$ cat src/rtl/mem_port_arbiter_pkg.sv
// ============================================================================
// Module  : mem_port_arbiter_pkg
// Brief   : Shared types and constants for the fetch/data memory port arbiter.
// Revision: 1.0 - initial release
// ============================================================================
`default_nettype none

package mem_port_arbiter_pkg;

   typedef enum logic {
      SRC_I = 1'b0,
      SRC_D = 1'b1
   } src_e;

   localparam int c_VALID_W = 1;
   localparam int c_SRC_W   = 1;
   localparam int c_TAG_W   = c_VALID_W + c_SRC_W;

   typedef struct packed {
      logic valid;
      src_e src;
   } tag_t;

   localparam int c_LAT_MIN    = 1;
   localparam int c_LAT_MAX    = 4;
   localparam int c_STARVE_MIN = 1;
   localparam int c_STARVE_MAX = 15;

   function automatic bit in_range(input int val, input int lo, input int hi);
      return (val >= lo) && (val <= hi);
   endfunction

endpackage

`default_nettype wire

$ cat src/rtl/mem_port_arbiter_if.sv
// ============================================================================
// Module  : mem_port_arbiter_if
// Brief   : Fetch, data and memory command/response bundle for the arbiter.
// Revision: 1.0 - initial release
// ============================================================================
`default_nettype none

interface mem_port_arbiter_if #(
   parameter int ADDR_W = 32,
   parameter int DATA_W = 32
);
   logic                  i_req;
   logic [ADDR_W-1:0]     i_addr;
   logic                  i_gnt;
   logic                  i_kill;
   logic                  i_rvalid;
   logic [DATA_W-1:0]     i_rdata;

   logic                  d_req;
   logic                  d_we;
   logic [DATA_W/8-1:0]   d_be;
   logic [ADDR_W-1:0]     d_addr;
   logic [DATA_W-1:0]     d_wdata;
   logic                  d_gnt;
   logic                  d_rvalid;
   logic [DATA_W-1:0]     d_rdata;

   logic                  mem_req;
   logic                  mem_we;
   logic [DATA_W/8-1:0]   mem_be;
   logic [ADDR_W-1:0]     mem_addr;
   logic [DATA_W-1:0]     mem_wdata;
   logic [DATA_W-1:0]     mem_rdata;

   // Arbiter side
   modport slave (
      input  i_req, i_addr, i_kill,
      input  d_req, d_we, d_be, d_addr, d_wdata,
      input  mem_rdata,
      output i_gnt, i_rvalid, i_rdata,
      output d_gnt, d_rvalid, d_rdata,
      output mem_req, mem_we, mem_be, mem_addr, mem_wdata
   );

   // Requester and memory side
   modport master (
      output i_req, i_addr, i_kill,
      output d_req, d_we, d_be, d_addr, d_wdata,
      output mem_rdata,
      input  i_gnt, i_rvalid, i_rdata,
      input  d_gnt, d_rvalid, d_rdata,
      input  mem_req, mem_we, mem_be, mem_addr, mem_wdata
   );
endinterface

`default_nettype wire

$ cat src/rtl/mem_arb_tag_pipe.sv
// ============================================================================
// Module  : mem_arb_tag_pipe
// Brief   : LAT-deep {valid, src} shift register with kill-by-source.
// Revision: 1.0 - initial release
// ============================================================================
`default_nettype none

module mem_arb_tag_pipe
   import mem_port_arbiter_pkg::*;
#(
   parameter int LAT = 2
) (
   input  wire logic clk,
   input  wire logic reset,
   input  wire logic in_valid,
   input  wire src_e in_src,
   input  wire logic kill,
   input  wire src_e kill_src,
   output tag_t      tail
);

   tag_t r_tags [LAT];

   // The entry loaded this edge is the redirect target, so kill only touches older entries.
   always_ff @(posedge clk or negedge reset) begin
      if (!reset) begin
         for (int i = 0; i < LAT; i++) begin
            r_tags[i].valid <= 1'b0;
            r_tags[i].src   <= SRC_I;
         end
      end else begin
         r_tags[0].valid <= in_valid;
         r_tags[0].src   <= in_src;
         for (int i = 1; i < LAT; i++) begin
            r_tags[i].valid <= r_tags[i-1].valid && !(kill && (r_tags[i-1].src == kill_src));
            r_tags[i].src   <= r_tags[i-1].src;
         end
      end
   end

   assign tail = r_tags[LAT-1];

endmodule

`default_nettype wire

$ cat src/rtl/mem_port_arbiter.sv
// ============================================================================
// Module  : mem_port_arbiter
// Brief   : Single-port memory arbiter, data priority with bounded fetch starvation.
// Revision: 1.0 - initial release
// ============================================================================
`default_nettype none

module mem_port_arbiter
   import mem_port_arbiter_pkg::*;
#(
   parameter int ADDR_W     = 32,
   parameter int DATA_W     = 32,
   parameter int LAT        = 2,
   parameter int STARVE_MAX = 4
) (
   input  wire logic           clk,
   input  wire logic           reset,
   mem_port_arbiter_if.slave   bus,
   output logic [15:0]         conflict_cnt
);

   generate
      if (!in_range(LAT, c_LAT_MIN, c_LAT_MAX) ||
          !in_range(STARVE_MAX, c_STARVE_MIN, c_STARVE_MAX)) begin : g_param_guard
         $error("mem_port_arbiter: LAT or STARVE_MAX out of legal range");
      end
   endgenerate

   localparam int                CNT_W        = $clog2(STARVE_MAX + 1);
   localparam logic [CNT_W-1:0]  c_STARVE_LIM = CNT_W'(STARVE_MAX);

   logic [CNT_W-1:0]    r_starve_cnt;
   logic [15:0]         r_conflict_cnt;
   logic                w_force_i;
   logic                w_i_gnt;
   logic                w_d_gnt;
   logic [ADDR_W-1:0]   w_mem_addr;
   logic [DATA_W-1:0]   w_mem_wdata;
   tag_t                w_tail;

   // Grants are held low while reset is asserted.
   always_comb begin
      w_force_i = bus.i_req && (r_starve_cnt == c_STARVE_LIM);
      w_d_gnt   = reset && bus.d_req && !w_force_i;
      w_i_gnt   = reset && bus.i_req && !w_d_gnt;
   end

   assign w_mem_addr  = w_d_gnt ? bus.d_addr : bus.i_addr;
   assign w_mem_wdata = bus.d_wdata;

   assign bus.i_gnt     = w_i_gnt;
   assign bus.d_gnt     = w_d_gnt;
   assign bus.mem_req   = w_i_gnt | w_d_gnt;
   assign bus.mem_we    = w_d_gnt & bus.d_we;
   assign bus.mem_be    = w_d_gnt ? bus.d_be : '0;
   assign bus.mem_addr  = w_mem_addr;
   assign bus.mem_wdata = w_mem_wdata;

   always_ff @(posedge clk or negedge reset) begin
      if (!reset) begin
         r_starve_cnt   <= '0;
         r_conflict_cnt <= '0;
      end else begin
         if (!bus.i_req || w_i_gnt) begin
            r_starve_cnt <= '0;
         end else if (r_starve_cnt != c_STARVE_LIM) begin
            r_starve_cnt <= r_starve_cnt + 1'b1;
         end
         if (bus.i_req && bus.d_req && (r_conflict_cnt != 16'hFFFF)) begin
            r_conflict_cnt <= r_conflict_cnt + 16'd1;
         end
      end
   end

   assign conflict_cnt = r_conflict_cnt;

   mem_arb_tag_pipe #(
      .LAT (LAT)
   ) u_tag_pipe (
      .clk      (clk),
      .reset    (reset),
      .in_valid (bus.mem_req && !bus.mem_we),
      .in_src   (src_e'(w_d_gnt)),
      .kill     (bus.i_kill),
      .kill_src (SRC_I),
      .tail     (w_tail)
   );

   // A fetch response colliding with a redirect is wrong-path and is dropped.
   assign bus.i_rvalid = reset && w_tail.valid && (w_tail.src == SRC_I) && !bus.i_kill;
   assign bus.d_rvalid = reset && w_tail.valid && (w_tail.src == SRC_D);
   assign bus.i_rdata  = bus.mem_rdata;
   assign bus.d_rdata  = bus.mem_rdata;

endmodule

`default_nettype wire

$ cat src/flat_wrapper.sv
// flat-port wrapper written by rule: the top's interface ports become plain ports
module mem_port_arbiter_flat import mem_port_arbiter_pkg::*;
#(
   parameter int ADDR_W     = 32,
   parameter int DATA_W     = 32,
   parameter int LAT        = 2,
   parameter int STARVE_MAX = 4
)
  (clk, reset, conflict_cnt, bus_i_req, bus_i_addr, bus_i_kill, bus_d_req, bus_d_we, bus_d_be, bus_d_addr, bus_d_wdata, bus_mem_rdata, bus_i_gnt, bus_i_rvalid, bus_i_rdata, bus_d_gnt, bus_d_rvalid, bus_d_rdata, bus_mem_req, bus_mem_we, bus_mem_be, bus_mem_addr, bus_mem_wdata);
  mem_port_arbiter_if #(.ADDR_W(ADDR_W), .DATA_W(DATA_W)) bus_i ();
  input  wire logic clk;
  input  wire logic reset;
  output logic [15:0] conflict_cnt;
  input wire logic [$bits(bus_i.i_req)-1:0] bus_i_req;
  input wire logic [$bits(bus_i.i_addr)-1:0] bus_i_addr;
  input wire logic [$bits(bus_i.i_kill)-1:0] bus_i_kill;
  input wire logic [$bits(bus_i.d_req)-1:0] bus_d_req;
  input wire logic [$bits(bus_i.d_we)-1:0] bus_d_we;
  input wire logic [$bits(bus_i.d_be)-1:0] bus_d_be;
  input wire logic [$bits(bus_i.d_addr)-1:0] bus_d_addr;
  input wire logic [$bits(bus_i.d_wdata)-1:0] bus_d_wdata;
  input wire logic [$bits(bus_i.mem_rdata)-1:0] bus_mem_rdata;
  output wire logic [$bits(bus_i.i_gnt)-1:0] bus_i_gnt;
  output wire logic [$bits(bus_i.i_rvalid)-1:0] bus_i_rvalid;
  output wire logic [$bits(bus_i.i_rdata)-1:0] bus_i_rdata;
  output wire logic [$bits(bus_i.d_gnt)-1:0] bus_d_gnt;
  output wire logic [$bits(bus_i.d_rvalid)-1:0] bus_d_rvalid;
  output wire logic [$bits(bus_i.d_rdata)-1:0] bus_d_rdata;
  output wire logic [$bits(bus_i.mem_req)-1:0] bus_mem_req;
  output wire logic [$bits(bus_i.mem_we)-1:0] bus_mem_we;
  output wire logic [$bits(bus_i.mem_be)-1:0] bus_mem_be;
  output wire logic [$bits(bus_i.mem_addr)-1:0] bus_mem_addr;
  output wire logic [$bits(bus_i.mem_wdata)-1:0] bus_mem_wdata;
  assign bus_i.i_req = bus_i_req;
  assign bus_i.i_addr = bus_i_addr;
  assign bus_i.i_kill = bus_i_kill;
  assign bus_i.d_req = bus_d_req;
  assign bus_i.d_we = bus_d_we;
  assign bus_i.d_be = bus_d_be;
  assign bus_i.d_addr = bus_d_addr;
  assign bus_i.d_wdata = bus_d_wdata;
  assign bus_i.mem_rdata = bus_mem_rdata;
  assign bus_i_gnt = bus_i.i_gnt;
  assign bus_i_rvalid = bus_i.i_rvalid;
  assign bus_i_rdata = bus_i.i_rdata;
  assign bus_d_gnt = bus_i.d_gnt;
  assign bus_d_rvalid = bus_i.d_rvalid;
  assign bus_d_rdata = bus_i.d_rdata;
  assign bus_mem_req = bus_i.mem_req;
  assign bus_mem_we = bus_i.mem_we;
  assign bus_mem_be = bus_i.mem_be;
  assign bus_mem_addr = bus_i.mem_addr;
  assign bus_mem_wdata = bus_i.mem_wdata;
  mem_port_arbiter #(.ADDR_W(ADDR_W), .DATA_W(DATA_W), .LAT(LAT), .STARVE_MAX(STARVE_MAX)) u_core (.clk(clk), .reset(reset), .bus(bus_i), .conflict_cnt(conflict_cnt));
endmodule
$ cat config.mk
export PLATFORM = sky130hd
export DESIGN_NAME = mem_port_arbiter_flat
export DESIGN_NICKNAME = d
export VERILOG_FILES = /design/src/rtl/mem_port_arbiter_pkg.sv /design/src/rtl/mem_port_arbiter_if.sv /design/src/rtl/mem_arb_tag_pipe.sv /design/src/rtl/mem_port_arbiter.sv /design/src/flat_wrapper.sv
export SDC_FILE = /design/constraint.sdc
export NUM_CORES = 1
export LEC_CHECK = 0
export CAP_MARGIN = 40
export CORE_AREA = 2 2 112 114
export DETAILED_ROUTE_END_ITERATION = 10
export DIE_AREA = 0 0 114 116
export SYNTH_ARGS = -nofsm -noshare
export SYNTH_HDL_FRONTEND = slang
export SYNTH_SLANG_ARGS = --single-unit
$ cat constraint.sdc
create_clock -name clk -period 2.27 [get_ports clk]
set_input_delay 0.454 -clock clk [delete_from_list [all_inputs] [get_ports clk]]
set_output_delay 0.454 -clock clk [all_outputs]
set_load 0.05 [all_outputs]
After elaboration in Yosys (flattened, before gate mapping)
Index checks and enable logic that the tools add are counted.
{"block": "op_classes", "n_addsub": 2, "eq_ne": 3, "mux": 4, "n_bitwise": 4, "n_reduce_logical": 22}
{"operator": "32-bit two-way mux", "count": 1}
{"operator": "16-bit by 1-bit adder with 16-bit output (second input constant)", "count": 1}
{"operator": "16-bit != test (second input constant)", "count": 1}
{"operator": "1-bit logical AND", "count": 14}
{"operator": "1-bit zero test", "count": 6}
{"operator": "3-bit two-way mux", "count": 2}
{"operator": "4-bit two-way mux", "count": 1}
{"operator": "3-bit by 1-bit adder with 3-bit output (second input constant)", "count": 1}
{"operator": "3-bit equality test (second input constant)", "count": 1}
{"operator": "3-bit != test (second input constant)", "count": 1}
{"operator": "1-bit NOT", "count": 2}
{"operator": "2-bit nonzero test", "count": 1}
{"operator": "1-bit AND", "count": 1}
{"operator": "1-bit logical OR", "count": 1}
{"operator": "1-bit bitwise OR", "count": 1}
{"block": "totals", "reg_bits": 23, "in_bits": 138, "output_inout_bits": 154, "word_cells": 41}

Longest topological paths before layout
{"block": "depth", "ltp_word": 8, "mapped_depth": 6, "depth_no_buf": 6}

By module
A second synthesis with hierarchy kept.
{"block": "hier_totals", "hier_cells": 249, "hier_area_um2": 2346.0}
{"mod": "mem_port_arbiter", "n_inst": 1, "cells_per_inst": 241, "area_per_inst_um2": 2214.6}
{"mod": "mem_arb_tag_pipe", "n_inst": 1, "cells_per_inst": 8, "area_per_inst_um2": 131.4}

Least setup slack after synthesis
No wires, ideal clock.
{"block": "synth_timing", "kind": "reg-to-output", "startpoint": "register u_core.r_starve_cnt[0]", "endpoint": "output bus_i_gnt", "arrival_ns": 1.801, "slack_ns": 0.015, "stages_incl_launch_ff": 7, "n_path_buf": 2, "cell_sequence": "dfrtp_1 inv_1 ha_1 a31oi_1 buf_2 buf_4 nor2_1"}
{"block": "synth_via", "elab_chain_cells": 6}
{"item": "start: declaration", "line_no": "mem_port_arbiter.sv:32", "rtl": "logic [CNT_W-1:0] r_starve_cnt;"}
{"item": "start signal: assignment", "line_no": "mem_port_arbiter.sv:67", "rtl": "r_starve_cnt <= r_starve_cnt + 1'b1;"}
{"item": "3-bit equality test", "line_no": "mem_port_arbiter.sv:43", "rtl": "w_force_i = bus.i_req && (r_starve_cnt == c_STARVE_LIM);"}
{"item": "1-bit logical AND", "line_no": "mem_port_arbiter.sv:43"}
{"item": "1-bit zero test", "line_no": "mem_port_arbiter.sv:44", "rtl": "w_d_gnt = reset && bus.d_req && !w_force_i;"}
{"item": "1-bit logical AND", "line_no": "mem_port_arbiter.sv:44"}
{"item": "net bus_d_gnt", "line_no": "flat_wrapper.sv:26", "rtl": "output wire logic [$bits(bus_i.d_gnt)-1:0] bus_d_gnt;"}
{"item": "1-bit zero test", "line_no": "mem_port_arbiter.sv:45", "rtl": "w_i_gnt = reset && bus.i_req && !w_d_gnt;"}
{"item": "1-bit logical AND", "line_no": "mem_port_arbiter.sv:45"}
{"item": "end: declaration", "line_no": "flat_wrapper.sv:23", "rtl": "output wire logic [$bits(bus_i.i_gnt)-1:0] bus_i_gnt;"}
The timed path passes the listed nets, and every way through them passes these cells.

Worst setup path after layout
{"block": "layout_timing", "startpoint": "register u_core.r_starve_cnt[0]", "endpoint": "output bus_mem_addr[20]"}
{"block": "layout_via", "elab_chain_cells": 5}
{"item": "3-bit equality test", "line_no": "mem_port_arbiter.sv:43"}
{"item": "1-bit logical AND", "line_no": "mem_port_arbiter.sv:43"}
{"item": "1-bit zero test", "line_no": "mem_port_arbiter.sv:44"}
{"item": "1-bit logical AND", "line_no": "mem_port_arbiter.sv:44"}
{"item": "32-bit two-way mux", "line_no": "mem_port_arbiter.sv:48", "rtl": "assign w_mem_addr = w_d_gnt ? bus.d_addr : bus.i_addr;"}
{"item": "end: declaration", "line_no": "flat_wrapper.sv:32", "rtl": "output wire logic [$bits(bus_i.mem_addr)-1:0] bus_mem_addr;"}
Every way passes these cells.

==> metrics <==
outcome finished with violations; failing checks negative setup slack; Die X 114 µm; startpoint types register; routability cong. between 0.7 and 0.8; Yosys reg bits 23; DP Wirelength between 5000 and 6000 µm; Layout fillers between 1k and 1.5k; Reg2Reg Depth 6; DRT Wirelength roughly 8000 µm; Hold Crit Class register to register; Final Util a little under a third; P&R area growth vs syn 64.1%; Post-Syn Nets 387; htree depth 1; TritonRoute pass-1 iters 4; adder and majority gate portion of the synthesized area approximately 1.6%; GRT Residual Overflow 0; Synth Area in Simple Gates between 10% and 20%; DP Area 0.00314 mm²; Setup Skew 0.0113 ns; critical path depth 7; Ports ~290; Slowest-stage cell, CP dfrtp_1; post-route cell area between 0.003 and 0.004 mm²; LEAKAGE around 1.6 nW; multi-input logic area ~0.0011 mm²; RSZ-0062 raised after global routing true; required time worst endpoint about 1.8 ns; Starting Density 19.2%; Global Route Usage Sum 10.7%; fin crit share 102%; unique cell type count in the Yosys netlist 34; Die H 116 µm; largest family of logic cells by synthesized area buffers and inverters; via/cell ratio ~4.1; reg-to-reg critical path endpoint u_core.conflict_cnt[2]$_DFFE_PN0P_; Cells after Synth around 250; largest net degree at the start of global routing 31; post-synthesis mux area share 17.4%; mean post-synth cell area between 9 and 10 µm²; vias in the first global route about 1.8k; max-cap viol count 0; first-pass GRT wire length around 11000 µm; XOR/XNOR share of the synthesized area under 10%; R2R Setup Slk ~0.37 ns; FF+latch area approximately 580 µm²; Tightest Pin Transition roughly 0.53 ns; 1st-iter DRT viols 73; CP top delay family buffers and inverters; CTS tree built; hold bufs inserted after CTS 0; Worst-path clk slew approximately 0.070 ns; Worst Setup EP bus_mem_addr[20]; vias after detailed routing roughly 1.8k; pwr dens between 500 and 600 mW/mm²; # setup viols final 11; Syn Std Cell Area roughly 0.0023 mm²; critical-path maximum fanout 10; Max IR drop VDD around 0.00023 V; Seq/Total Area, Yosys between 20% and 30%; Clock Path Buffers 2; initial antenna violation count 0; Root Buffer Master clkbuf_16; worst-path cell chain inv_2 > ha_4 > a31oi_4 > buf_4 > buf_12 > mux2_2 > buf_6; CP peak stage delay 0.37 ns; Post-DRT Antenna Nets 0; Synth Area in Compound Gates approximately 3.9%; row cnt 40; WP buf/inv 4; crit path from u_core.r_starve_cnt[0]$_DFFE_PN0P_; layout cells sized above 1 a little under two fifths; Crit. End Element primary output; Fin. Hold Viols 0; Max Fclk 434 MHz; Worst Slack Setup Final -0.0342 ns; die area 0.0132 mm²; Cell Count, Final, Fillers Out approximately 450; # clock sinks 23; DRC Markers 0; # nets final roughly 440; fin. max-slew vios 0; TritonCTS buffer count 3; Clock Latency Late Sink around 0.26 ns; Core ar. 0.0119 mm²; WL/cell approximately 18 µm; Tmin final 2.30 ns; crit path DAT 1.85 ns; Ys Warns 0; Antenna Diode Count 0; DP Cell Count roughly 430; Buffers on Ports around 130; Rel. slew slack 64.6%; RR Startpoint u_core.conflict_cnt[0]$_DFFE_PN0P_; critical path type register to primary output
-- Yosys cell counts (all sizes together) --
| cell type | number | share of area, % |
|---|---|---|
| nand3 | 6 | 1.3 |
| mux2 | 34 | 17 |
| nor2b | 1 | 0.27 |
| xor2 | 5 | 1.9 |
| nand2 | 13 | 2.1 |
| ha | 3 | 1.6 |
| buf | 100 | 33 |
| dfrtp | 23 | 25 |
| a21boi | 1 | 0.33 |
| a21oi | 2 | 0.44 |
| and3 | 3 | 0.82 |
| o2111ai | 2 | 0.77 |
| inv | 3 | 0.49 |
| and2 | 7 | 1.9 |
| o21ai | 4 | 0.88 |
| mux2i | 1 | 0.44 |
| nand4 | 6 | 1.9 |
| nor3 | 7 | 1.5 |
| or3b | 1 | 0.38 |
| nor2 | 5 | 0.82 |
| o22ai | 1 | 0.27 |
| and4 | 2 | 0.82 |
| nor4 | 2 | 1.2 |
| or2 | 2 | 0.66 |
| a31oi | 1 | 0.27 |
| o21a | 1 | 0.33 |
| xnor2 | 8 | 3.1 |
| a211oi | 2 | 0.66 |
-- power by group --
part	total [mW]	internal, mW	switching, mW
Clock	0.390	0.239	0.151
Combinational	1.11	0.521	0.590
Sequential	0.552	0.471	0.0809
Total	2.05	1.23	0.822
-- worst register-to-register path, stage by stage, from the launching register on --
cell     delay [ns]
dfrtp_1        0.42
ha_1           0.25
nand4_1        0.26
nor4_4         0.06
buf_4          0.17
or3b_2         0.48
xnor2_1        0.14
-- per-layer routing --
layer  global-route usage, %  vias to the layer above  routed length, µm
met3                    2.98                       25                586
met1                    14.7                      843               3440
met5                       0                        -                  0
li1                        -                      856                  -
met2                    15.8                       96               3810
met4                    4.39                        0                194
-- cell families after synthesis --
logic type,count (synthesis)
AO/OA/AOI/OAI,14
XOR/XNOR,13
adder cells (fa/ha/maj),3
buffers and inverters,103
flip-flops,23
multiplexers,35
AND/OR/NAND/NOR,55
-- flip-flops by register name, indices dropped and copies added, names as in the netlist --
signal	cells
u_core.u_tag_pipe.tail	2
u_core.conflict_cnt	16
u_core.r_starve_cnt	3
u_core.u_tag_pipe.r_tags	2
-- through the flow --
stage | power (mW) | setup slack, ns | TNS, ns | hold slack, ns
floorplan | 1.55 | 0.0146 | 0 | 0.158
global placement | 1.50 | -0.298 | -8.47 | 0.361
detailed placement | 1.51 | -0.278 | -8.21 | 0.363
CTS | 2.01 | -0.127 | -2.50 | 0.377
global route | 2.15 | -0.0858 | -1.53 | 0.395
finish | 2.05 | -0.0342 | -0.193 | 0.375
-- layout by cell type (no fill, tap or decap), drive strengths merged --
cell,instances
o2111ai,2
o21a,1
nand4,6
mux2i,1
a21oi,2
clkbuf,4
o22ai,1
nor2,5
xnor2,8
nand2,13
a21boi,1
clkdlybuf4s50,86
a211oi,2
dfrtp,23
and4,2
nor3,7
or2,2
nand3,6
o21ai,4
a31oi,1
buf,62
or3b,1
and3,3
nor4,2
nor2b,1
dlygate4sd2,3
inv,3
and2,7
clkinvlp,1
xor2,5
ha,3
mux2,34
-- final cells by class --
class                           count  area share [%]
Timing Repair Buffer              152            47.9
Multi-Input combinational cell    120            29.4
Sequential cell                    23            15.4
Tap cell                          147            4.91
Clock buffer                        3            2.00
Inverter                            3           0.301
Clock inverter                      1           0.200
-- worst min-delay path by stage --
| stage | to | depth (start not counted) | slack (ns) | start |
|---|---|---|---|---|
| 4_1_cts | u_core.u_tag_pipe.tail[0]$_DFF_PN0_ | 0 | 0.38 | u_core.u_tag_pipe.r_tags[2]$_DFF_PN0_ |
| 6_report | u_core.u_tag_pipe.tail[0]$_DFF_PN0_ | 0 | 0.38 | u_core.u_tag_pipe.r_tags[2]$_DFF_PN0_ |
| 2_1_floorplan | u_core.conflict_cnt[0]$_DFFE_PN0P_ | 0 | 0.16 | reset |
| 5_1_grt | u_core.u_tag_pipe.tail[0]$_DFF_PN0_ | 0 | 0.39 | u_core.u_tag_pipe.r_tags[2]$_DFF_PN0_ |
| 3_3_place_gp | u_core.u_tag_pipe.tail[0]$_DFF_PN0_ | 0 | 0.36 | u_core.u_tag_pipe.r_tags[2]$_DFF_PN0_ |
| 3_5_place_dp | u_core.u_tag_pipe.tail[0]$_DFF_PN0_ | 0 | 0.36 | u_core.u_tag_pipe.r_tags[2]$_DFF_PN0_ |
-- what timing repair did --
| item | 4_1_cts | 5_1_grt |
|---|---|---|
| cloned | 4 | 1 |
| setup buffers | 5 | 3 |
| pin swaps | 2 | 2 |
| setup endpoints to repair | 38 | 37 |
| gates resized for setup | 62 | 40 |
No activity file was read; power rests on OpenSTA's default activity.
